[config.mk]
export PLATFORM = sky130hd
export DESIGN_NAME = dds_wave_gen
export DESIGN_NICKNAME = d
export VERILOG_FILES = /design/src/rtl/dds_wave_gen.sv
export SDC_FILE = /design/constraint.sdc
export NUM_CORES = 1
export LEC_CHECK = 0
export CAP_MARGIN = 20
export CORE_MARGIN = 2
export CORE_UTILIZATION = 61
export DETAILED_ROUTE_END_ITERATION = 7
export GPL_ROUTABILITY_DRIVEN = 0
export PLACE_DENSITY = 0.78
export SYNTH_ARGS = -nofsm -noshare
export SYNTH_HDL_FRONTEND = slang
export SYNTH_SLANG_ARGS = --single-unit
[constraint.sdc]
create_clock -name clk -period 5.2 [get_ports clk]
set_input_delay 0.78 -clock clk [delete_from_list [all_inputs] [get_ports clk]]
set_output_delay 0.78 -clock clk [all_outputs]
set_load 0.05 [all_outputs]
[src/rtl/dds_wave_gen.sv]
// dds_wave_gen: DDS sample source for an 8-bit offset-binary parallel DAC.
// Ports: clk/rst_n, en, cfg_valid/cfg_ready/cfg_ftw/cfg_wave/cfg_amp, dac_data, sync.
module dds_wave_gen #(
    parameter int                 PHASE_W = 32,
    parameter logic [PHASE_W-1:0] FTW_RST = 32'h0147_AE14
) (
    input  logic               clk,
    input  logic               rst_n,
    input  logic               en,
    input  logic               cfg_valid,
    output logic               cfg_ready,
    input  logic [PHASE_W-1:0] cfg_ftw,
    input  logic [1:0]         cfg_wave,
    input  logic [7:0]         cfg_amp,
    output logic [7:0]         dac_data,
    output logic               sync
);

    typedef enum logic [1:0] {
        WAVE_SINE = 2'd0,
        WAVE_TRI  = 2'd1,
        WAVE_SAW  = 2'd2,
        WAVE_SQR  = 2'd3
    } wave_e;

    // Quarter-wave sine magnitudes, sampled at bin centres.
    localparam logic [6:0] SINE_Q [64] = '{
        7'd2,   7'd5,   7'd8,   7'd11,  7'd14,  7'd17,  7'd20,  7'd23,
        7'd26,  7'd29,  7'd32,  7'd35,  7'd38,  7'd41,  7'd44,  7'd47,
        7'd50,  7'd53,  7'd56,  7'd58,  7'd61,  7'd64,  7'd67,  7'd69,
        7'd72,  7'd74,  7'd77,  7'd79,  7'd82,  7'd84,  7'd86,  7'd89,
        7'd91,  7'd93,  7'd95,  7'd97,  7'd99,  7'd101, 7'd103, 7'd105,
        7'd106, 7'd108, 7'd110, 7'd111, 7'd113, 7'd114, 7'd115, 7'd117,
        7'd118, 7'd119, 7'd120, 7'd121, 7'd122, 7'd123, 7'd124, 7'd124,
        7'd125, 7'd125, 7'd126, 7'd126, 7'd127, 7'd127, 7'd127, 7'd127
    };

    // Stage 1: phase accumulator and active/shadow configuration
    logic [PHASE_W-1:0] acc_q, acc_d;
    logic               wrap_q, wrap_d;
    logic [PHASE_W-1:0] ftw_q, ftw_d;
    wave_e              wave_q, wave_d;
    logic [7:0]         amp_q, amp_d;
    logic               full_q, full_d;
    logic [PHASE_W-1:0] sh_ftw_q, sh_ftw_d;
    wave_e              sh_wave_q, sh_wave_d;
    logic [7:0]         sh_amp_q, sh_amp_d;

    // Stage 2: raw sample with the amplitude it must be scaled by
    logic [7:0]         raw_q, raw_d;
    logic [7:0]         amp2_q, amp2_d;
    logic               sync2_q, sync2_d;

    // Stage 3: scaled output
    logic [7:0]         dac_q, dac_d;
    logic               sync_q, sync_d;

    logic [PHASE_W:0]   sum;
    logic               xfer;
    logic               apply;

    assign cfg_ready = ~full_q;
    assign dac_data  = dac_q;
    assign sync      = sync_q;

    always_comb begin
        sum    = {1'b0, acc_q} + {1'b0, ftw_q};
        acc_d  = en ? sum[PHASE_W-1:0] : '0;
        wrap_d = en & sum[PHASE_W];
    end

    // The shadow can only be loaded while empty, so load and apply
    // never happen on the same edge.
    assign xfer  = cfg_valid & ~full_q;
    assign apply = full_q & (wrap_d | ~en);

    always_comb begin
        ftw_d     = ftw_q;
        wave_d    = wave_q;
        amp_d     = amp_q;
        full_d    = full_q;
        sh_ftw_d  = sh_ftw_q;
        sh_wave_d = sh_wave_q;
        sh_amp_d  = sh_amp_q;
        if (apply) begin
            ftw_d  = sh_ftw_q;
            wave_d = sh_wave_q;
            amp_d  = sh_amp_q;
            full_d = 1'b0;
        end else if (xfer) begin
            sh_ftw_d  = cfg_ftw;
            sh_wave_d = wave_e'(cfg_wave);
            sh_amp_d  = cfg_amp;
            full_d    = 1'b1;
        end
    end

    logic [7:0] p8;
    logic [5:0] idx;
    logic [6:0] qmag;
    logic [7:0] sine_raw;
    logic [7:0] tri_raw;
    logic [7:0] wave_raw;

    always_comb begin
        p8 = acc_q[PHASE_W-1 -: 8];
        // 63 - x on six bits is the bitwise complement.
        idx      = p8[6] ? ~p8[5:0] : p8[5:0];
        qmag     = SINE_Q[idx];
        sine_raw = p8[7] ? (8'd127 - {1'b0, qmag})
                         : (8'd128 + {1'b0, qmag});
        tri_raw  = p8[7] ? ~{p8[6:0], 1'b0} : {p8[6:0], 1'b0};
        wave_raw = 8'h80;
        unique case (wave_q)
            WAVE_SINE: wave_raw = sine_raw;
            WAVE_TRI:  wave_raw = tri_raw;
            WAVE_SAW:  wave_raw = p8;
            WAVE_SQR:  wave_raw = p8[7] ? 8'h00 : 8'hFF;
        endcase
        // Midscale raw scales to midscale for any amplitude.
        raw_d   = en ? wave_raw : 8'h80;
        amp2_d  = amp_q;
        sync2_d = en & wrap_q;
    end

    logic signed [15:0] s_w;
    logic signed [15:0] a_w;
    logic signed [15:0] prod;
    logic               prod_lo_unused;

    always_comb begin
        s_w  = $signed({8'h00, raw_q}) - 16'sd128;
        a_w  = $signed({8'h00, amp2_q});
        // |s*amp| <= 32640, so 16 bits hold it exactly; bits [15:8]
        // are the floor of prod/256 in two's complement.
        prod   = s_w * a_w;
        dac_d  = prod[15:8] + 8'h80;
        sync_d = sync2_q;
    end

    assign prod_lo_unused = ^prod[7:0];

    always_ff @(posedge clk or negedge rst_n) begin
        if (!rst_n) begin
            acc_q     <= '0;
            wrap_q    <= 1'b0;
            ftw_q     <= FTW_RST;
            wave_q    <= WAVE_SINE;
            amp_q     <= 8'd255;
            full_q    <= 1'b0;
            sh_ftw_q  <= '0;
            sh_wave_q <= WAVE_SINE;
            sh_amp_q  <= 8'd0;
            raw_q     <= 8'h80;
            amp2_q    <= 8'd255;
            sync2_q   <= 1'b0;
            dac_q     <= 8'h80;
            sync_q    <= 1'b0;
        end else begin
            acc_q     <= acc_d;
            wrap_q    <= wrap_d;
            ftw_q     <= ftw_d;
            wave_q    <= wave_d;
            amp_q     <= amp_d;
            full_q    <= full_d;
            sh_ftw_q  <= sh_ftw_d;
            sh_wave_q <= sh_wave_d;
            sh_amp_q  <= sh_amp_d;
            raw_q     <= raw_d;
            amp2_q    <= amp2_d;
            sync2_q   <= sync2_d;
            dac_q     <= dac_d;
            sync_q    <= sync_d;
        end
    end

endmodule

### After elaboration in Yosys (flattened, before gate mapping)

Memories as Yosys holds them, arrays and structs flattened.
Index checks and enable logic that the tools add are counted.

* bits in registers: 144
* ROM bits: 448
* memories: 1

Memory list
* (no name shown): words 64, width 7, read ports 1, clocked after memory_dff 0, write ports 0, line 109 `qmag = SINE_Q[idx];`

* $add $sub $neg: 5
* multiply operators: 1
* order comparisons: 1
* equality and inequality tests: 3
* mux-type cells: 11
* bitwise operators: 11
* reductions and logical operators: 3

Operators with widths (count)
* $add 32x32->33: 1
* $mux 32: 1
* $mux 8: 4
* $pmux 8 s4: 1
* $mul 9x9->16: 1
* $mux 7: 2
* $sub 8x8->9 const B: 1
* $add 8x7->8 const A: 1
* $add 8x8->8 const B: 1
* $not 8->8: 1
* $sub 7x7->8 const A: 1
* $ge 7x7->1 const B: 1
* $not 6->7: 1
* $mux 6: 1
* $not 6->6: 1
* $and 1x1->1: 4
* $eq 2x2->1 const B: 2
* $not 1->1: 3
* $eq 2x1->1 const B: 1
* $logic_not 2->1: 1
* $mux 1: 2
* $reduce_and 2->1: 1
* $reduce_bool 2->1: 1
* $or 1x1->1: 1

### Depth between registers and ports, before layout

* depth after elaboration: 10
* depth in mapped cells: 17
* gate-level depth less buffers: 17

### Least setup slack after synthesis

OpenSTA, ideal clock, no wires.

* path kind: register to register
* from: register amp2_q[0]
* to: register dac_q[6], in the netlist dac_data[6]
* library setup time: 0.128 ns
* data arrival time: 4.226 ns
* data required time: 5.072 ns
* slack: 0.847 ns
* cell stages (with the launch flop): 17
* cells stage by stage: dfstp_2 -> nand2b_1 -> fa_1 -> inv_1 -> fa_1 -> inv_1 -> fa_1 -> inv_1 -> fa_1 -> ha_1 -> nor3_1 -> o41ai_1 -> and3_1 -> o31a_1 -> a31oi_1 -> o21bai_1 -> xor2_1

* word-level cells in the longest chain between the ends: 2

RTL lines
* from (decl): line 51 `logic [7:0] amp2_q, amp2_d;`
* from (signal assigned): line 170 `amp2_q <= amp2_d;`
* $mul 9x9->16: line 136 `prod = s_w * a_w;`
* $add 8x8->8: line 137 `dac_d = prod[15:8] + 8'h80;`
* named net dac_d[6]: line 55 `logic [7:0] dac_q, dac_d;`
* to (signal assigned): line 157 `dac_q <= 8'h80;`
* to (signal assigned): line 172 `dac_q <= dac_d;`
* to (decl): line 55

The timed path passes the listed nets, and every way through them passes these cells.
A chain may end at the register's enable or synchronous reset.

### Worst setup path after layout

Same ends and word-level chain as after synthesis.

==> reports/summary.log <==
qor: floorplan.dieHeight 134 um
qor: clock_tree.post-cts-setup-buffer-count 0
qor: detailed_routing.route.vias.total 7428
qor: grt.globalRouteOverflowTotal 0
qor: layout.final_area 0.0116 sq mm
qor: logic_synthesis.synth_top_family_by_area adder cells
qor: layout.syn_to_final_growth 12.3%
qor: logic_synthesis.synthTopCellsByArea sky130_fd_sc_hd__dfrtp_1, sky130_fd_sc_hd__fa_1, sky130_fd_sc_hd__ha_1
qor: clock_tree.cts_hold_buf 0
qor: job.max_cap_viol_count 0
qor: floorplan.floorplan.core_area 0.0165 sq mm
qor: setup_path.crit_buf_inv 3
qor: clock_tree.insertion_delay 0.43 ns
qor: clock_tree.clkTransAtPathRegs 0.06 ns
qor: grt.maximum_number_of_pins_on_one_net_before_global_route_repair 102
qor: layout.insertedDiodeCount 0
qor: floorplan.rows 47
qor: clock_tree.cts-root-buf sky130_fd_sc_hd__clkbuf_16
qor: logic_synthesis.synth_cell_types 67
qor: sta.tightestPinTransition 0.965 ns
qor: grt.grt_antenna_before_repair 0
qor: sta.unrepaired_setup_endpoints_after_global_routing no
qor: logic_synthesis.edff_count_synth 0
qor: clock_tree.clock_tree_from_tritoncts built
qor: grt.grt_util_all_layers 24.9%
qor: grt.vias_in_the_first_global_route 7641
qor: setup_path.critPathMostFrequentCell sky130_fd_sc_hd__fa_1
qor: grt.grt_first_pass_wirelength 35900 um
qor: setup_path.crit_type register to register
qor: sta.report.final.slew_viol_count 0
qor: detailed_routing.wl_per_cell 16.5 um
qor: detailed_routing.finalWirelength 21000 um
qor: sta.achievable-frequency 212 MHz
qor: logic_synthesis.synth_most_common_cell sky130_fd_sc_hd__dfrtp_1
qor: setup_path.cp_data_required_time 5.51 ns
qor: floorplan.top_level_ports 56
qor: outcome.status finished clean
qor: logic_synthesis.top_area_cell_type_share_of_the_netlist_area 27.7%
qor: setup_path.critical_path.cell_chain nand2b_1 > fa_1 > inv_1 > fa_1 > inv_1 > fa_1 > inv_1 > fa_1 > ha_1 > nor3_1 > o41ai_1 > and3_1 > o31a_1 > a31oi_1 > o21bai_1 > xor2_1
qor: sta.hold_slack 0.360 ns
qor: clock_tree.cts-buffers-inserted 17
qor: sta.timing.setup.tns 0 ns
qor: logic_synthesis.mappedNetlistNets 1166
qor: detailed_routing.route.antenna.remaining_nets 0
qor: logic_synthesis.synth_compound_gate_area_share 12.7%
qor: setup_path.critPathCaptureType register
qor: sta.report.final.hold_viol_count 0
qor: logic_synthesis.yosys_register_bits 144
qor: detailed_routing.via_per_inst 5.84
qor: place.dpl-instance-area 0.0110 sq mm
qor: sta.fin_crit_sh 90.8%
qor: min_path.hold_path_class register to register
qor: floorplan.design.die.area 0.0179 sq mm
qor: clock_tree.cts.repair.resized 0
qor: logic_synthesis.synth_fa_ha_area_share 18.3%
qor: clock_tree.max-clock-path-buffers 2
qor: setup_path.cp-start-kind register
qor: logic_synthesis.synthesized_area_fraction_occupied_by_and_or_nand_nor_cells 13.0%
qor: sta.maxSlewHeadroom 35.2%
qor: layout.fin_util 70.0%
qor: sta.report.final.setup_viol 0
qor: logic_synthesis.post_synthesis_cell_area 0.0103 sq mm
qor: setup_path.worst_ep_arrival 5.04 ns
qor: setup_path.slowest_library_cell_on_the_worst_path sky130_fd_sc_hd__dfstp_2
qor: setup_path.crit_fanout 7
qor: floorplan.dieWidth 134 um
qor: logic_synthesis.post_synth_xor_area_fraction 3.40%
qor: logic_synthesis.commonest_register_cell_after_synthesis sky130_fd_sc_hd__dfrtp_1
qor: detailed_routing.first_iter_violations 603
qor: setup_path.path_delay_family adder cells
qor: logic_synthesis.synth.cells.most_frequent sky130_fd_sc_hd__dfrtp_1, sky130_fd_sc_hd__inv_1, sky130_fd_sc_hd__ha_1, sky130_fd_sc_hd__nand2_1, sky130_fd_sc_hd__a21oi_1
qor: place.port_buffers 55
qor: sta.minimum_clock_period_after_layout 4.72 ns
qor: place.place_hpwl 14900 um
qor: setup_path.critical-path-max-stage-delay 0.60 ns
qor: clock_tree.clock_sinks 144
qor: clock_tree.cts-htree-levels 4
qor: detailed_routing.drc 0
qor: layout.drive_above_1_share 15.9%
qor: logic_synthesis.yosysSeqAreaShare 35.4%
qor: detailed_routing.detailedRoute.firstPassIterationCount 6
qor: logic_synthesis.post-synth-top-area-cell sky130_fd_sc_hd__dfrtp_1
qor: logic_synthesis.yosys_warnings 0
qor: sta.clk_skew 0.00621 ns
qor: layout.finish.net_count 1205
qor: floorplan.initial_core_util 62.3%
qor: logic_synthesis.synthMuxAreaShare 11.7%
qor: logic_synthesis.synth.avg_cell_area 10.3 sq um
qor: logic_synthesis.asyncSetResetFlopFracSynth 100%
qor: logic_synthesis.postSynthCellCount 999
[cell usage in the layout, fill, tap and decap left out, types with 5 or more instances in the layout]
cell type / count
sky130_fd_sc_hd__inv_1: 95
sky130_fd_sc_hd__mux2_2: 46
sky130_fd_sc_hd__clkdlybuf4s50_1: 54
sky130_fd_sc_hd__a21o_1: 21
sky130_fd_sc_hd__dfrtp_1: 114
sky130_fd_sc_hd__dfstp_2: 30
sky130_fd_sc_hd__o211ai_1: 6
sky130_fd_sc_hd__fa_1: 50
sky130_fd_sc_hd__a31oi_1: 5
sky130_fd_sc_hd__or3_1: 5
sky130_fd_sc_hd__a211oi_1: 12
sky130_fd_sc_hd__o21ai_0: 35
sky130_fd_sc_hd__xnor2_1: 26
sky130_fd_sc_hd__o22ai_1: 6
sky130_fd_sc_hd__nor2_1: 52
sky130_fd_sc_hd__nor3b_1: 5
sky130_fd_sc_hd__nor3_1: 22
sky130_fd_sc_hd__and2_1: 46
sky130_fd_sc_hd__nor2b_1: 11
sky130_fd_sc_hd__ha_1: 71
sky130_fd_sc_hd__nand3_1: 19
sky130_fd_sc_hd__a21oi_1: 54
sky130_fd_sc_hd__xor2_1: 14
sky130_fd_sc_hd__o21bai_1: 5
sky130_fd_sc_hd__nand2_1: 63
sky130_fd_sc_hd__nand2b_1: 17
sky130_fd_sc_hd__and3_1: 8
sky130_fd_sc_hd__buf_4: 7
sky130_fd_sc_hd__mux2_4: 40
sky130_fd_sc_hd__o21a_1: 8
sky130_fd_sc_hd__mux2i_1: 9
sky130_fd_sc_hd__clkbuf_16: 17
sky130_fd_sc_hd__nand4_1: 7
[sequential cells by signal, summed over array words and instances (netlist names)]
name / cells
sync2_q: 1
wave_q: 2
full_q: 1
sh_wave_q: 2
raw_q: 8
amp2_d: 8
sh_amp_q: 8
dac_data: 8
sh_ftw_q: 32
acc_q: 32
amp2_q: 8
sync: 1
ftw_q: 32
wrap_q: 1
[worst reg2reg max path: stages (launching register included)]
cell and delay, ns:
sky130_fd_sc_hd__dfstp_2 0.60, sky130_fd_sc_hd__nand2b_1 0.17, sky130_fd_sc_hd__fa_1 0.56, sky130_fd_sc_hd__inv_1 0.05
sky130_fd_sc_hd__fa_1 0.50, sky130_fd_sc_hd__inv_1 0.05, sky130_fd_sc_hd__fa_1 0.47, sky130_fd_sc_hd__inv_1 0.05
sky130_fd_sc_hd__fa_1 0.47, sky130_fd_sc_hd__ha_1 0.23, sky130_fd_sc_hd__nor3_1 0.24, sky130_fd_sc_hd__o41ai_1 0.13
sky130_fd_sc_hd__and3_1 0.23, sky130_fd_sc_hd__o31a_1 0.32, sky130_fd_sc_hd__a31oi_1 0.27, sky130_fd_sc_hd__o21bai_1 0.11
sky130_fd_sc_hd__xor2_1 0.14
[stage by stage]
step / setup slack (ns) / std cells
6_report: 0.477 / 1271
3_5_place_dp: 0.502 / 1239
3_3_place_gp: 0.686 / 1239
2_1_floorplan: 0.847 / 999
4_1_cts: 0.489 / 1271
5_1_grt: 0.251 / 1271
[worst paths after layout]
kind	from	cells after the start	to	slack, ns
max	amp2_q[0]	16	dac_data[6]	0.48
min	sync2_q	0	sync	0.36
max reg2reg	amp2_q[0]	16	dac_data[6]	0.48
min reg2reg	sync2_q	0	sync	0.36
max in group asynchronous	rst_n	2	ftw_q[18]	3.63
min in group asynchronous	rst_n	1	dac_data[6]	0.42
[cells by family after synthesis]
family,after synthesis
flip-flops,144
multiplexers,95
adder cells (fa/ha/maj),121
XOR/XNOR,40
AND/OR/NAND/NOR,265
buffers and inverters,139
AO/OA/AOI/OAI,195
[metal layers]
| layer | part of all wire [%] | track usage (%) | vias to the layer above |
|---|---|---|---|
| met5 | 0 | 0 | - |
| met4 | 1.9 | 7.98 | 0 |
| met3 | 3.8 | 4.27 | 38 |
| met2 | 53 | 45.2 | 200 |
| met1 | 42 | 30.2 | 3680 |
| li1 | - | - | 3510 |
[layout make-up]
type                       count  area (sq um)
inverter                      97           364
fill                        1197          4960
tap                          220           275
multi-input combinational    716          6100
sequential                   144          3640
clock buffer                  17           425
clock inverter                15           149
timing repair buffer          62           604
Power is not shown: default switching activity piles up to over one toggle a cycle in this logic, so the estimate is an artifact.
